[config.mk]
export PLATFORM = sky130hd
export DESIGN_NAME = serial_in_ctrl
export DESIGN_NICKNAME = d
export VERILOG_FILES = /design/src/rtl/serial_in_ctrl_pkg.sv /design/src/rtl/serial_in_ctrl.sv
export SDC_FILE = /design/constraint.sdc
export NUM_CORES = 1
export LEC_CHECK = 0
export ABC_AREA = 1
export BUFFER_PORTS_ARGS = -buffer_cell sky130_fd_sc_hd__buf_2
export CAP_MARGIN = 20
export CORE_MARGIN = 3
export CORE_UTILIZATION = 57
export DETAILED_ROUTE_END_ITERATION = 6
export PLACE_DENSITY_LB_ADDON = 0.12
export SLEW_MARGIN = 20
export SYNTH_ARGS = -nofsm -noshare
export SYNTH_HDL_FRONTEND = slang
export SYNTH_SLANG_ARGS = --single-unit
[constraint.sdc]
create_clock -name CLK -period 2.05 [get_ports CLK]
set_input_delay 0.1025 -clock CLK [delete_from_list [all_inputs] [get_ports CLK]]
set_output_delay 0.1025 -clock CLK [all_outputs]
set_load 0.05 [all_outputs]
[src/rtl/serial_in_ctrl_pkg.sv]
// Shared SAP-II serial-input definitions: controller state encoding and
// default frame/timeout sizing used by serial_in_ctrl.
package serial_in_ctrl_pkg;

  // Controller states; 3-bit encoding shared with SAP-II debug tooling.
  typedef enum logic [2:0] {
    ST_IDLE    = 3'd0,
    ST_CLEAR   = 3'd1,
    ST_RECV    = 3'd2,
    ST_SHIFT   = 3'd3,
    ST_WAITLOW = 3'd4,
    ST_FULL    = 3'd5
  } state_e;

  localparam int unsigned DEF_DATA_BITS = 8;
  localparam int unsigned DEF_TIMEOUT   = 255;

endpackage : serial_in_ctrl_pkg

[src/rtl/serial_in_ctrl.sv]
// serial_in_ctrl: sequences the SAP-II serial input path. Takes bits from an
// external sender over a 4-phase valid/ack handshake, clears and shifts the
// input port 2 data register, raises byte_ready for input port 1 once a full
// frame is assembled, and gates Ei2 so the CPU reads each byte exactly once.
//
// Ports:
//   CLK, nCLR    clock, asynchronous active-low reset
//   rx_start     sender requests a frame (sampled in IDLE)
//   rx_valid     sender bit-valid (4-phase request)
//   rx_data      serial bit, stable while rx_valid is high
//   rd_req       Ei2 from the control word
//   rx_ack       handshake acknowledge to the sender
//   port_shift   one-cycle shift strobe to input port 2
//   port_serial  bit shifted into input port 2
//   port_nclr    active-low clear of input port 2 (combinational)
//   port_oe      gated Ei2 to input port 2 (combinational)
//   byte_ready   byte available, input port 1 bit 0
//   overrun      sticky: frame requested while a byte was pending
//   frame_err    sticky: frame aborted by inter-bit timeout
//   busy         controller is mid-frame
module serial_in_ctrl
  import serial_in_ctrl_pkg::*;
#(
  parameter int unsigned DATA_BITS = DEF_DATA_BITS,
  parameter int unsigned TIMEOUT   = DEF_TIMEOUT
) (
  input  logic CLK,
  input  logic nCLR,
  input  logic rx_start,
  input  logic rx_valid,
  input  logic rx_data,
  input  logic rd_req,
  output logic rx_ack,
  output logic port_shift,
  output logic port_serial,
  output logic port_nclr,
  output logic port_oe,
  output logic byte_ready,
  output logic overrun,
  output logic frame_err,
  output logic busy
);

  localparam int unsigned CNT_W = $clog2(DATA_BITS + 1);
  localparam int unsigned TMR_W = $clog2(TIMEOUT + 1);

  localparam logic [CNT_W-1:0] CNT_FULL = CNT_W'(DATA_BITS);
  localparam logic [TMR_W-1:0] TMR_MAX  = TMR_W'(TIMEOUT);

  state_e             state_q, state_d;
  logic [CNT_W-1:0]   cnt_q, cnt_d;
  logic [TMR_W-1:0]   tmr_q, tmr_d;
  logic               serial_q, serial_d;
  logic               overrun_q, overrun_d;
  logic               frame_err_q, frame_err_d;
  logic               rx_ack_q, rx_ack_d;
  logic               shift_q, shift_d;
  logic               ready_q, ready_d;
  logic               busy_q, busy_d;

  // Next-state, counter/timer and sticky-flag logic.
  always_comb begin
    state_d     = state_q;
    cnt_d       = cnt_q;
    tmr_d       = tmr_q;
    serial_d    = serial_q;
    overrun_d   = overrun_q;
    frame_err_d = frame_err_q;

    unique case (state_q)
      ST_IDLE: begin
        if (rx_start) begin
          state_d     = ST_CLEAR;
          cnt_d       = '0;
          tmr_d       = '0;
          frame_err_d = 1'b0;
        end
      end

      ST_CLEAR: state_d = ST_RECV;

      ST_RECV: begin
        if (tmr_q == TMR_MAX) begin
          state_d     = ST_IDLE;
          frame_err_d = 1'b1;
        end else if (rx_valid) begin
          state_d  = ST_SHIFT;
          serial_d = rx_data;
        end else begin
          tmr_d = tmr_q + TMR_W'(1);
        end
      end

      ST_SHIFT: begin
        cnt_d   = cnt_q + CNT_W'(1);
        state_d = ST_WAITLOW;
      end

      // Hold ack until the sender drops valid (4-phase return to zero).
      ST_WAITLOW: begin
        if (tmr_q == TMR_MAX) begin
          state_d     = ST_IDLE;
          frame_err_d = 1'b1;
        end else if (rx_valid) begin
          tmr_d = tmr_q + TMR_W'(1);
        end else if (cnt_q == CNT_FULL) begin
          state_d = ST_FULL;
        end else begin
          state_d = ST_RECV;
          tmr_d   = '0;
        end
      end

      // A read wins over a new request, so a simultaneous start is not an overrun.
      ST_FULL: begin
        if (rd_req) begin
          state_d   = ST_IDLE;
          overrun_d = 1'b0;
        end else if (rx_start) begin
          overrun_d = 1'b1;
        end
      end

      default: state_d = ST_IDLE;
    endcase
  end

  // Registered outputs decoded from the next state so they align with state_q.
  always_comb begin
    rx_ack_d = (state_d == ST_SHIFT) || (state_d == ST_WAITLOW);
    shift_d  = (state_d == ST_SHIFT);
    ready_d  = (state_d == ST_FULL);
    busy_d   = (state_d != ST_IDLE) && (state_d != ST_FULL);
  end

  // State and output registers.
  always_ff @(posedge CLK or negedge nCLR) begin
    if (!nCLR) begin
      state_q     <= ST_IDLE;
      cnt_q       <= '0;
      tmr_q       <= '0;
      serial_q    <= 1'b0;
      overrun_q   <= 1'b0;
      frame_err_q <= 1'b0;
      rx_ack_q    <= 1'b0;
      shift_q     <= 1'b0;
      ready_q     <= 1'b0;
      busy_q      <= 1'b0;
    end else begin
      state_q     <= state_d;
      cnt_q       <= cnt_d;
      tmr_q       <= tmr_d;
      serial_q    <= serial_d;
      overrun_q   <= overrun_d;
      frame_err_q <= frame_err_d;
      rx_ack_q    <= rx_ack_d;
      shift_q     <= shift_d;
      ready_q     <= ready_d;
      busy_q      <= busy_d;
    end
  end

  assign rx_ack      = rx_ack_q;
  assign port_shift  = shift_q;
  assign port_serial = serial_q;
  assign byte_ready  = ready_q;
  assign overrun     = overrun_q;
  assign frame_err   = frame_err_q;
  assign busy        = busy_q;

  // Port is held clear during reset as well as in CLEAR.
  assign port_nclr = nCLR & (state_q != ST_CLEAR);
  // Ei2 only reaches the port when a complete byte is waiting.
  assign port_oe   = rd_req & (state_q == ST_FULL);

endmodule : serial_in_ctrl

Word level (Yosys, flattened, before mapping)
Index checks and enable logic that the tools add are counted.

operators by class
  $add $sub $neg = 2
  equal/unequal tests = 18
  muxes and demuxes = 22
  bitwise operators = 3
  reduce and logical (&&, ||, !) cells = 14

operators with widths
  kind                   count
  $mux W8                6
  $pmux W8 S3            1
  $mux W3                7
  $pmux W3 S6            1
  $eq A3 B3 Y1 const B   4
  $eq A3 B2 Y1 const B   3
  $add A8 B1 Y8 const B  1
  $eq A8 B8 Y1 const B   1
  $ne A2 B2 Y1 const B   4
  $pmux W4 S2            1
  $ne A3 B3 Y1 const B   2
  $reduce_and A3 Y1      2
  $reduce_and A6 Y1      1
  $reduce_bool A2 Y1     3
  $reduce_bool A3 Y1     2
  $add A4 B1 Y4 const B  1
  $eq A4 B4 Y1 const B   1
  $mux W1                4
  $mux W4                1
  $reduce_and A2 Y1      2
  $eq A3 B1 Y1 const B   1
  $logic_not A3 Y1       1
  $ne A3 B1 Y1 const B   1
  $and A1 B1 Y1          2
  6 further kinds        6

storage, ports and cells
  register bits = 22
  output and inout port bits = 9

Longest topological paths before layout
Gate-level depths: netlist of run 1.

  word-level depth = 7
  mapped depth = 11
  gate-level depth less buffers = 11

Least setup slack after synthesis of run 1
OpenSTA, ideal clock, no wires.

  kind = register to register
  start point = register state_q[1]
  end point = register overrun_q (netlist: overrun)
  setup time = 0.169 ns
  arrival time = 1.302 ns
  data required time = 1.881 ns
  path slack = 0.578 ns
  stages on the path, launching flop included = 5
  cell sequence = dfrtp_1 > inv_1 > nand3_1 > nor2_1 > a21oi_1

on the way
  word-level cells in the longest chain between the ends = 2

RTL lines
  item                                RTL line               source
  from (decl)                         serial_in_ctrl.sv:50   state_e state_q, state_d;
  from (signal assigned)              serial_in_ctrl.sv:150  state_q <= state_d;
  $eq A3 B3 Y1                        serial_in_ctrl.sv:70   unique case (state_q)
  $reduce_and A2 Y1 (no source line)  -
  to (signal assigned)                serial_in_ctrl.sv:154  overrun_q <= overrun_d;
  to (decl)                           serial_in_ctrl.sv:54   logic overrun_q, overrun_d;

No other way between the ends.
A chain may end at the register's enable or synchronous reset.

Worst setup path after layout of run 1
  start point = register state_q[0]
  end point = output port_nclr

on the way
  word-level cells in the longest chain between the ends = 2

RTL lines
  item           RTL line               source
  $ne A3 B1 Y1   serial_in_ctrl.sv:172  assign port_nclr = nCLR & (state_q != ST_CLEAR);
  $and A1 B1 Y1  serial_in_ctrl.sv:172
  to (decl)      serial_in_ctrl.sv:36   output logic port_nclr,

No other way between the ends.

==> run metrics, run 1 <==
worst hold start=rx_start; initial DRC count=36; most frequent cell after synthesis=nand2_1; hold endpoint=overrun; # IOs=15; Inserted Diodes=0; Power Dens Cells=1159 nW/µm²; hold slack final=0.04386 ns; final hold violation count=0; clk sink count=22; die height=54.47 µm; crit end category=output pin; DR WL/cell=12.38 µm; setup TNS=0 ns; syn avg cell area=7.237 µm²; crit path time final=1.621 ns; root buf cell=clkbuf_4; crit start category=register; H-tree levels=1; CP required=1.95 ns; FP Rows=16; switch share=50.10%; Synth Instances=185; Static Leakage=0.8819 nW; worst flop-to-flop path endpoint=tmr_q[3]; Pwr Total=1.740 mW; worst skew pair latency=0.31 ns; PostCTS Resize Cnt=0; RSZ-0062 raised after global routing=no; CTS tree=yes; FF-to-FF path depth=10; worst r2r src=tmr_q[0]; ys async rst share=100.0%; worst slew pin tran=0.4472 ns; drt drc=0; total CTS buffers=3; peak supply drop=0.9463 mV; Cell Int Power=868.2 µW; Bufs on Longest Clock Path=2; critical path arrival=1.52 ns; Distinct cells, synth=24; global-route wire length before repair=4885 µm; Max Slew Vio Count=0; combinational share of power=49.5%; Yosys reg bits=22; Initial Util=64.30%; Clk network pwr share=14.3%; Setup violations, final=0; Slowest-stage cell, CP=dfrtp_1; outcome=complete, no violations; detail-routed via count per cell=5.328; vias in the first global route=1,174; Psw=871.6 µW; Synth top cells by count=59 x nand2_1, 27 x inv_1, 22 x dfrtp_1, 21 x nand3_1, 14 x nor2_1; Max Clk Rate=616.7 MHz; Pre-Repair DR Iteration Count=4; critical path peak fanout=7; Seq pwr share=36.2%; hold_buf cts=2; Vias=1,236; core box area=2082 µm²; share of layout cells above drive strength 1=17.56%; Detailed Place HPWL=2180 µm; Die X=54.47 µm; register area share after synthesis=41.12%; CP most frequent cell=inv_1; IO Port Bufs=14; clock-pin transition on the worst setup and hold timing paths=0.13 ns; kind of critical path=reg2out; Net Count, Synth=194; Setup Fix Bufs, Post-CTS=0; DRT Wirelength=2871 µm; initial antenna violation count=0; Synth Cell Area=1339 µm²; Min-Delay Path Depth=3; worst hold path class=in2reg; Max Cap Violations=0; number of synthesized flops with an enable pin=0; die footprint=2966 µm²; top cell type's share of synthesized area=41.12%; Top FF cell, synth=dfrtp_1; Final ANT Viol Nets=0; Clock Skews=0.004335 ns; Area growth syn-to-layout=12.15%; fin nets=215; Yosys Warn Count=0; max incr delay on CP=0.50 ns; Slew HR=69.87%; fin crit share=79.10%; grt total ovfl=0; reg2reg setup slack=0.47 ns; largest net degree at the start of global routing=23; gr usage total=22.47%; GPL Wtd Cong=0.9099; ranking of synthesized cells by area=dfrtp_1 41%, nand2_1 17%, nand3_1 7.9%; Critical Path, Cell by Cell=inv_1 > nor3_1 > inv_1 > nand2_1 > inv_1 > buf_2; Synth area leader=dfrtp_1
## how the worst max path moves through the flow
stage | startpoint | to | slack, ns | cells after the start
after detailed placement | tmr_q[0] | busy | 0.51 | 9
after CTS | state_q[0] | port_nclr | 0.44 | 6
after global placement | tmr_q[0] | rx_ack | 0.54 | 9
final | state_q[0] | port_nclr | 0.43 | 6
after global routing | state_q[0] | port_nclr | 0.27 | 6
after floorplan | state_q[1] | overrun | 0.58 | 4
## cell usage in the layout, fill, tap and decap left out
cell / n
buf_2: 14
xnor2_1: 1
ha_1: 3
nand4_1: 3
nor2_2: 4
nor3_1: 1
o21ai_0: 3
inv_4: 1
nor2_1: 14
o22ai_1: 2
a21oi_1: 4
inv_1: 27
dlygate4sd3_1: 2
nand2_2: 4
inv_2: 2
nand3_1: 21
clkbuf_4: 3
nand2_1: 59
clkinv_1: 1
o21bai_1: 1
buf_4: 1
nand3_2: 1
o2111ai_1: 1
xor2_1: 4
clkbuf_8: 1
nor2_4: 2
dfrtp_1: 22
nand2_4: 3
## cell families (layout without fill, tap and decap cells)
| family | after synthesis | in the layout | synth area share, % |
|---|---|---|---|
| xor+xnor | 5 | 5 | 3.271 |
| fa+ha+maj | 3 | 3 | 2.804 |
| simple gates | 112 | 112 | 38.78 |
| compound gates | 11 | 11 | 4.766 |
| flops | 22 | 22 | 41.12 |
| buf+inv | 32 | 52 | 9.252 |
## layer usage
metal  track usage (%)  part of all wire (%)  vias to the layer above
met5                 0                     0                        -
met4             4.564                  0.42                        0
met3             3.270                   5.5                        2
met2             39.24                    50                       35
met1             29.38                    44                      584
li1                  -                     -                      615
## power by group through the flow
| stage | Sequential, mW | Clock (mW) | Combinational [mW] |
|---|---|---|---|
| detailed placement | 0.636 | 0 | 0.859 |
| floorplan | 0.772 | 0 | 0.513 |
| CTS | 0.628 | 0.244 | 0.865 |
| global placement | 0.629 | 0 | 0.824 |
| finish | 0.630 | 0.248 | 0.862 |
| global route | 0.642 | 0.258 | 0.969 |
## per-stage QoR
step	area [µm²]	util (%)	setup slack [ns]	cells
2_1_floorplan	1339	-	0.5784	185
3_3_place_gp	1445	69.41	0.5401	226
3_5_place_dp	1445	69.41	0.5050	226
4_1_cts	1501	72.12	0.4411	232
5_1_grt	1501	72.12	0.2729	232
6_report	1501	72.12	0.4285	232
## final cells by class
type | count | area (µm²)
multi-input combinational | 131 | 664.4
fill | 177 | 580.6
sequential | 22 | 550.5
inverter | 31 | 118.9
timing repair buffer | 17 | 97.59
clock buffer | 4 | 36.28
tap | 27 | 33.78
## registers in the layout, summed over array words and instances (netlist names)
name and flops:
port_shift 1, cnt_q 4, state_q 3, port_serial 1, overrun 1, rx_ack 1
tmr_q 8, frame_err 1, byte_ready 1, busy 1
## critical path: cells and delay by family, from the launching register on
kind,cells,cell delay [ns]
DFF,1,0.50
buffers and inverters,4,0.41
and+or+nand+nor,2,0.30
Power figures use the tool's default switching activity.
==> inputs of run 2 (changes only) <==
==> constraint.sdc (replaced) <==
create_clock -name CLK -period 1.6 [get_ports CLK]
set_input_delay 0.08 -clock CLK [delete_from_list [all_inputs] [get_ports CLK]]
set_output_delay 0.08 -clock CLK [all_outputs]
set_load 0.05 [all_outputs]
==> run metrics, run 2 (synthesis results as in run 1) <==
outcome=complete, no violations (unchanged); Power Dens Cells=1495 nW/µm² (was 1159 nW/µm²); leading cell type in the layout, fill and taps excluded=nand2_1 (unchanged); commonest non-fill, non-tap cells in the layout=58 x nand2_1, 25 x inv_1, 21 x nand3_1, 21 x dfrtp_1 (was 59 x nand2_1, 27 x inv_1, 22 x dfrtp_1, 21 x nand3_1); crit end category=register (was output pin); share of layout cells above drive strength 1=22.12% (was 17.56%); clock-pin transition on the worst setup and hold timing paths=0.12 ns (was 0.13 ns); top flop regs=tmr_q: 8 flops, cnt_q: 4 flops, state_q: 3 flops (unchanged); GR Util met2=38.45% (was 39.24%); worst slack, placed=0.09387 ns (was 0.5050 ns); worst skew pair latency=0.31 ns (about the same); number of flip-flops under the largest register name=8 (unchanged); Critical Path, Cell by Cell=inv_2 > ha_4 > nand2_1 > nor2_1 > nand3_1 > nand2_2 > nor2_4 > nand2_4 > inv_6 > nand2_1 > nand2_1 (was inv_1 > nor3_1 > inv_1 > nand2_1 > inv_1 > buf_2); critical path arrival=1.73 ns (was 1.52 ns); CP most frequent cell=nand2_1 (was inv_1); die height=54.47 µm (unchanged); # IOs=15 (unchanged); final hold violation count=0 (unchanged); Area growth syn-to-layout=16.35% (was 12.15%); Clock Skews=0.005238 ns (was 0.004335 ns); Initial Util=64.30% (unchanged); kind of critical path=reg2reg (was reg2out); die footprint=2966 µm² (unchanged); peak supply drop=1.403 mV (was 0.9463 mV); most crowded layer after global routing=met2 (unchanged); crit path time final=1.523 ns; clk sink count=22 (unchanged); Slew HR=71.95% (was 69.87%); vias in the first global route=1,115 (was 1,174); Top delay family on crit path=simple AND/OR/NAND/NOR gates (was flip-flops); initial antenna violation count=0 (unchanged); Die X=54.47 µm (unchanged); Vias=1,266 (was 1,236); worst hold path class=in2reg (unchanged); detail-routed via count per cell=5.387 (was 5.328); Inserted Diodes=0 (unchanged); Final ANT Viol Nets=0 (unchanged); Max Cap Violations=0 (unchanged); met3 usage=3.542% (was 3.270%); WP buf/inv=2 (was 4); Slowest-stage cell, CP=dfrtp_1 (unchanged); met1 Use GR=29.33% (was 29.38%); Pre-Repair DR Iteration Count=4 (unchanged); Static Leakage=0.8926 nW (was 0.8819 nW); Max Slew Vio Count=0 (unchanged); Detailed Place HPWL=2104 µm (was 2180 µm); grt total ovfl=0 (unchanged); GPL Wtd Cong=0.8596 (was 0.9099); initial DRC count=68 (was 36); fin nets=219 (was 215); Placed Instance Area=1453 µm² (was 1445 µm²); Setup violations, final=0 (unchanged); final core occ=74.82% (was 72.12%); H-tree levels=1 (unchanged); critical path peak fanout=8 (was 7); fin crit share=95.18%; core box area=2082 µm² (unchanged); CP required=1.81 ns (was 1.95 ns); Bufs on Longest Clock Path=2 (unchanged); gr usage total=22.75% (was 22.47%); DR WL/cell=13.13 µm (was 12.38 µm); largest net degree at the start of global routing=23 (unchanged); PnR worst setup slack=0.07705 ns (was 0.4285 ns); total CTS buffers=3 (unchanged); global-route wire length before repair=4836 µm (was 4885 µm); CTS tree=yes (unchanged); max incr delay on CP=0.43 ns (was 0.50 ns); drt drc=0 (unchanged); cell area after layout=1558 µm² (was 1501 µm²); FP Rows=16 (unchanged); Largest Register=tmr_q (unchanged); worst slew pin tran=0.4164 ns (was 0.4472 ns); crit start category=register (unchanged); Max Clk Rate=656.6 MHz; IO Port Bufs=14 (unchanged); DRT Wirelength=3085 µm (was 2871 µm); hold slack final=0.03914 ns (was 0.04386 ns); root buf cell=clkbuf_4 (unchanged); Pwr Total=2.329 mW (was 1.740 mW)
run 2: what timing repair did:
action / in CTS / in global routing
setup buffers: 0 / 2
setup endpoints to repair: 1 / 11
hold buffers: 2 / 0
pin swaps: 0 / 4
resized for setup: 1 / 10
endpoints found under the hold margin: 23 / 0
gates cloned: 0 / 1
run 2: metal layers:
layer	wire length, µm	part of all wire (%)
met2	1516	49
met4	31	1.0
met3	181	5.9
met1	1355	44
met5	0	0
run 2: final timing paths:
| check | depth (start not counted) | from | endpoint | slack [ns] |
|---|---|---|---|---|
| worst max-delay path | 11 | cnt_q[0] | tmr_q[1] | 0.08 |
| worst min-delay path | 3 | rx_start | overrun | 0.04 |
| worst max register to register | 11 | cnt_q[0] | tmr_q[1] | 0.08 |
| worst min register to register | 2 | port_serial | port_serial | 0.51 |
| max in group asynchronous | 3 | nCLR | state_q[0] | 1.06 |
| min in group asynchronous | 3 | nCLR | cnt_q[2] | 0.30 |
run 2: report_power, final:
part / leakage [nW] / total [mW] / internal (mW) / switching [mW]
Combinational: 0.585 / 1.26 / 0.365 / 0.893
Sequential: 0.294 / 0.818 / 0.689 / 0.129
Clock: 0.0138 / 0.254 / 0.0879 / 0.166
run 2: layout make-up:
type | instances | area [µm²]
fill | 162 | 524.3
sequential | 22 | 551.8
tap | 27 | 33.78
timing repair buffer | 20 | 120.1
clock buffer | 3 | 22.52
inverter | 31 | 121.4
multi-input combinational | 132 | 708.2
run 2: worst reg2reg max path: stages, from the launching register on:
cell and delay (ns):
dfrtp_1 0.43, inv_2 0.10, ha_4 0.14, nand2_1 0.05
nor2_1 0.12, nand3_1 0.14, nand2_2 0.12, nor2_4 0.06
nand2_4 0.12, inv_6 0.06, nand2_1 0.06, nand2_1 0.05
run 2: per-stage QoR:
stage          cells  TNS [ns]
2_1_floorplan    185         0
3_3_place_gp     227         0
3_5_place_dp     227         0
4_1_cts          232         0
5_1_grt          235  -0.04455
6_report         235         0
==> inputs of run 3 (changes only) <==
--- a/config.mk
+++ b/config.mk
@@ -5,7 +5,6 @@
 export SDC_FILE = /design/constraint.sdc
 export NUM_CORES = 1
 export LEC_CHECK = 0
-export ABC_AREA = 1
 export BUFFER_PORTS_ARGS = -buffer_cell sky130_fd_sc_hd__buf_2
 export CAP_MARGIN = 20
 export CORE_MARGIN = 3
==> run metrics, run 3 <==
top cell type's share of synthesized area=41.16% (was 41.12%); syn avg cell area=9.835 µm² (was 7.237 µm²); Synth Instances=136 (was 185); Initial Util=64.24% (was 64.30%); # IOs=15 (unchanged); Synth Cell Area=1338 µm² (was 1339 µm²); PostCTS Resize Cnt=30 (was 1); most frequent cell after synthesis=dfrtp_1 (was nand2_1); die height=54.44 µm (was 54.47 µm); Die X=54.44 µm (was 54.47 µm); total CTS buffers=3 (unchanged); worst slack, placed=-0.3208 ns (was 0.09387 ns); tool error=[ERROR DPL-0033] detailed placement checks failed during check placement.; outcome=did not finish (was complete, no violations); Yosys reg bits=22 (unchanged); IO Port Bufs=14 (unchanged); Distinct cells, synth=48 (was 24); GPL Wtd Cong=0.9003 (was 0.8596); hold_buf cts=2 (unchanged); Synth area leader=dfrtp_1 (unchanged); Yosys Warn Count=0 (unchanged); H-tree levels=1 (unchanged); ranking of synthesized cells by area=dfrtp_1 41%, ha_1 2.8%, a21oi_1 2.6% (was dfrtp_1 41%, nand2_1 17%, nand3_1 7.9%); Synth top cells by count=22 x dfrtp_1, 9 x inv_1, 7 x a21oi_1 (was 59 x nand2_1, 27 x inv_1, 22 x dfrtp_1, 21 x nand3_1, 14 x nor2_1); register area share after synthesis=41.16% (was 41.12%); total placed cells including tap cells=211 (was 227); Detailed Place HPWL=2861 µm (was 2104 µm); Placed Instance Area=1779 µm² (was 1453 µm²); Bufs on Longest Clock Path=2 (unchanged); Net Count, Synth=145 (was 194); root buf cell=clkbuf_4 (unchanged); Setup Fix Bufs, Post-CTS=11 (was 0); clk sink count=22 (unchanged); Top FF cell, synth=dfrtp_1 (unchanged); Last stage=4_1_cts; FP Rows=16 (unchanged); ys async rst share=100.0% (unchanged); number of synthesized flops with an enable pin=0 (unchanged)
## run 3: cells by family after synthesis
kind of cell             share of synthesized area (%)
flip-flops                                       41.16
AO/OA/AOI/OAI                                    26.38
buffers and inverters                            5.518
AND/OR/NAND/NOR                                  21.80
multiplexers                                     2.339
adder cells (fa/ha/maj)                          2.807
## run 3: through the flow
step           utilization [%]  TNS [ns]  hold WS, ns
3_5_place_dp             85.46    -2.295       0.1110
3_3_place_gp             85.46    -1.292       0.1034
2_1_floorplan                -   -0.5410      -0.2156
==> inputs of run 4 (changes only) <==
--- a/config.mk
+++ b/config.mk
@@ -7,10 +7,10 @@
 export LEC_CHECK = 0
 export BUFFER_PORTS_ARGS = -buffer_cell sky130_fd_sc_hd__buf_2
 export CAP_MARGIN = 20
-export CORE_MARGIN = 3
-export CORE_UTILIZATION = 57
+export CORE_AREA = 3 3 64 66
 export DETAILED_ROUTE_END_ITERATION = 6
-export PLACE_DENSITY_LB_ADDON = 0.12
+export DIE_AREA = 0 0 67 69
+export PLACE_DENSITY_LB_ADDON = 0.15
 export SLEW_MARGIN = 20
 export SYNTH_ARGS = -nofsm -noshare
 export SYNTH_HDL_FRONTEND = slang
==> run metrics, run 4 <==
reg2reg setup slack=-0.12 ns; worst hold path class=in2reg; Slew HR=69.88%; die footprint=4623 µm²; Inserted Diodes=0; most frequent cell after synthesis=dfrtp_1 (unchanged); Vias=1,320; Max Slew Vio Count=0; Bufs on Longest Clock Path=2 (unchanged); switch share=40.33%; crit path time final=1.724 ns; fin crit share=107.7%; crit end category=register; combinational share of power=60.9%; PnR worst setup slack=-0.1238 ns; FF-to-FF path depth=5; GPL Wtd Cong=0.8386 (was 0.9003); Max Clk Rate=580.1 MHz; Distinct cells, synth=48 (unchanged); critical path peak fanout=7; final hold violation count=0; worst hold start=rx_data; Pre-Repair DR Iteration Count=4; Initial Util=36.81% (was 64.24%); DR WL/cell=15.44 µm; total placed cells including tap cells=237 (was 211); ys async rst share=100.0% (unchanged); share of layout cells above drive strength 1=52.76%; top flop regs=tmr_q: 8 flops, cnt_q: 4 flops, state_q: 3 flops; violated checks=setup timing; vias in the first global route=1,352; number of synthesized flops with an enable pin=0 (unchanged); fin nets=209; # IOs=15 (unchanged); H-tree levels=1 (unchanged); DRT Wirelength=3813 µm; CP required=1.79 ns; critical path arrival=1.91 ns; Largest Register=tmr_q; setup TNS=-0.6834 ns; Setup violations, final=10; gr usage total=17.38%; Yosys Warn Count=0 (unchanged); clock-pin transition on the worst setup and hold timing paths=0.08 ns; Final ANT Viol Nets=0; die height=69 µm (was 54.44 µm); FP Rows=22 (was 16); grt total ovfl=0; Synth Instances=136 (unchanged); CTS tree=yes; Clk network pwr share=15.0%; top cell type's share of synthesized area=41.16% (unchanged); Cell Int Power=2.083 mW; final core occ=58.47%; Area growth syn-to-layout=58.84%; Net Count, Synth=145 (unchanged); Top FF cell, synth=dfrtp_1 (unchanged); total CTS buffers=3 (unchanged); Worst Setup SP=state_q[2]; clk sink count=22 (unchanged); number of flip-flops under the largest register name=8; IO Port Bufs=14 (unchanged); initial DRC count=69; Min-Delay Path Depth=2; syn avg cell area=9.835 µm² (unchanged); drt drc=0; ranking of synthesized cells by area=dfrtp_1 41%, ha_1 2.8%, a21oi_1 2.6% (unchanged); final non-filler cell total=247; detail-routed via count per cell=5.344; crit start category=register; Clock Skews=0.002627 ns; initial antenna violation count=0; Synth Cell Area=1338 µm² (unchanged); Max Cap Violations=0; register area share after synthesis=41.16% (unchanged); worst flop-to-flop path endpoint=tmr_q[3]; Psw=1.408 mW; largest net degree at the start of global routing=23; Synth top cells by count=22 x dfrtp_1, 9 x inv_1, 7 x a21oi_1 (unchanged); Yosys reg bits=22 (unchanged); RSZ-0062 raised after global routing=yes; commonest non-fill, non-tap cells in the layout=45 x buf_4, 19 x dfrtp_1, 12 x buf_2, 8 x inv_1; Seq pwr share=24.1%; worst r2r src=state_q[2]; Die X=67 µm (was 54.44 µm); Synth area leader=dfrtp_1 (unchanged); leading cell type in the layout, fill and taps excluded=buf_4; Power Dens Cells=1643 nW/µm²; Detailed Place HPWL=2777 µm (was 2861 µm); worst slew pin tran=0.4483 ns; worst skew pair latency=0.27 ns; outcome=finished, violations left (was did not finish); Static Leakage=0.9936 nW; core box area=3633 µm²; global-route wire length before repair=6279 µm; peak supply drop=0.8211 mV; kind of critical path=reg2reg; root buf cell=clkbuf_8 (was clkbuf_4); hold endpoint=port_serial
==> run 4: cell counts after synthesis <==
No cell type changed its count.
==> run 4: kinds of logic after synthesis <==
group	synth area share, %
multiplexers	2.339
buffers and inverters	5.518
AO/OA/AOI/OAI	26.38
flip-flops	41.16
AND/OR/NAND/NOR	21.80
adder cells (fa/ha/maj)	2.807
==> run 4: how the worst max path moves through the flow <==
stage / slack, ns / endpoint / cells after the start
finish: -0.12 / tmr_q[3] / 5
global route: -0.19 / tmr_q[6] / 5
CTS: -0.14 / tmr_q[7] / 5
detailed placement: -0.20 / tmr_q[3] / 6
global placement: -0.20 / tmr_q[3] / 6
floorplan: -0.14 / tmr_q[7] / 6
==> run 4: what timing repair did <==
item / CTS / global route
pin swaps: 11 / 5
buffers inserted: 5 / 3
cloned: 0 / 0
resized for setup: 24 / 18
hold buffers: 1 / 0
setup endpoints to repair: 15 / 15
endpoints found under the hold margin: 22 / 0
==> run 4: area by class of cell <==
cell class / count / area (µm²)
sequential: 22 / 554.3
multi-input combinational: 97 / 899.6
tap: 48 / 60.06
clock buffer: 3 / 41.29
inverter: 10 / 37.54
fill: 329 / 1509
clock inverter: 1 / 30.03
timing repair buffer: 66 / 501.7
==> run 4: routing by layer <==
| metal | track usage, % | share of wire [%] | vias up |
|---|---|---|---|
| met5 | 0 | 0 | - |
| met3 | 2.443 | 2.2 | 5 |
| met1 | 22.53 | 44 | 655 |
| met4 | 6.081 | 1.4 | 0 |
| li1 | - | - | 648 |
| met2 | 28.93 | 53 | 12 |
==> run 4: critical path: stages (launching register included) <==
cell,delay (ns)
dfrtp_2,0.49
buf_6,0.14
nand3b_4,0.08
a21oi_2,0.15
or4b_4,0.56
o31ai_4,0.23
==> run 4: metrics by stage <==
| step | total power, mW | hold WS (ns) | instance area, µm² | setup slack (ns) |
|---|---|---|---|---|
| 2_1_floorplan | 1.939 | -0.2156 | 1418 | -0.1392 |
| 3_3_place_gp | 2.577 | 0.1204 | 1843 | -0.2024 |
| 3_5_place_dp | 2.610 | 0.1143 | 1843 | -0.1956 |
| 4_1_cts | 3.374 | 0.03545 | 2048 | -0.1439 |
| 5_1_grt | 3.720 | 0.04154 | 2125 | -0.1863 |
| 6_report | 3.491 | 0.03892 | 2125 | -0.1238 |
==> run 4: power by group through the flow <==
stage | clock network, mW | registers, mW | logic (mW)
floorplan | 0 | 1.01 | 0.932
global placement | 0 | 0.833 | 1.74
detailed placement | 0 | 0.835 | 1.77
CTS | 0.537 | 0.830 | 2.01
global route | 0.560 | 0.868 | 2.29
finish | 0.523 | 0.843 | 2.13
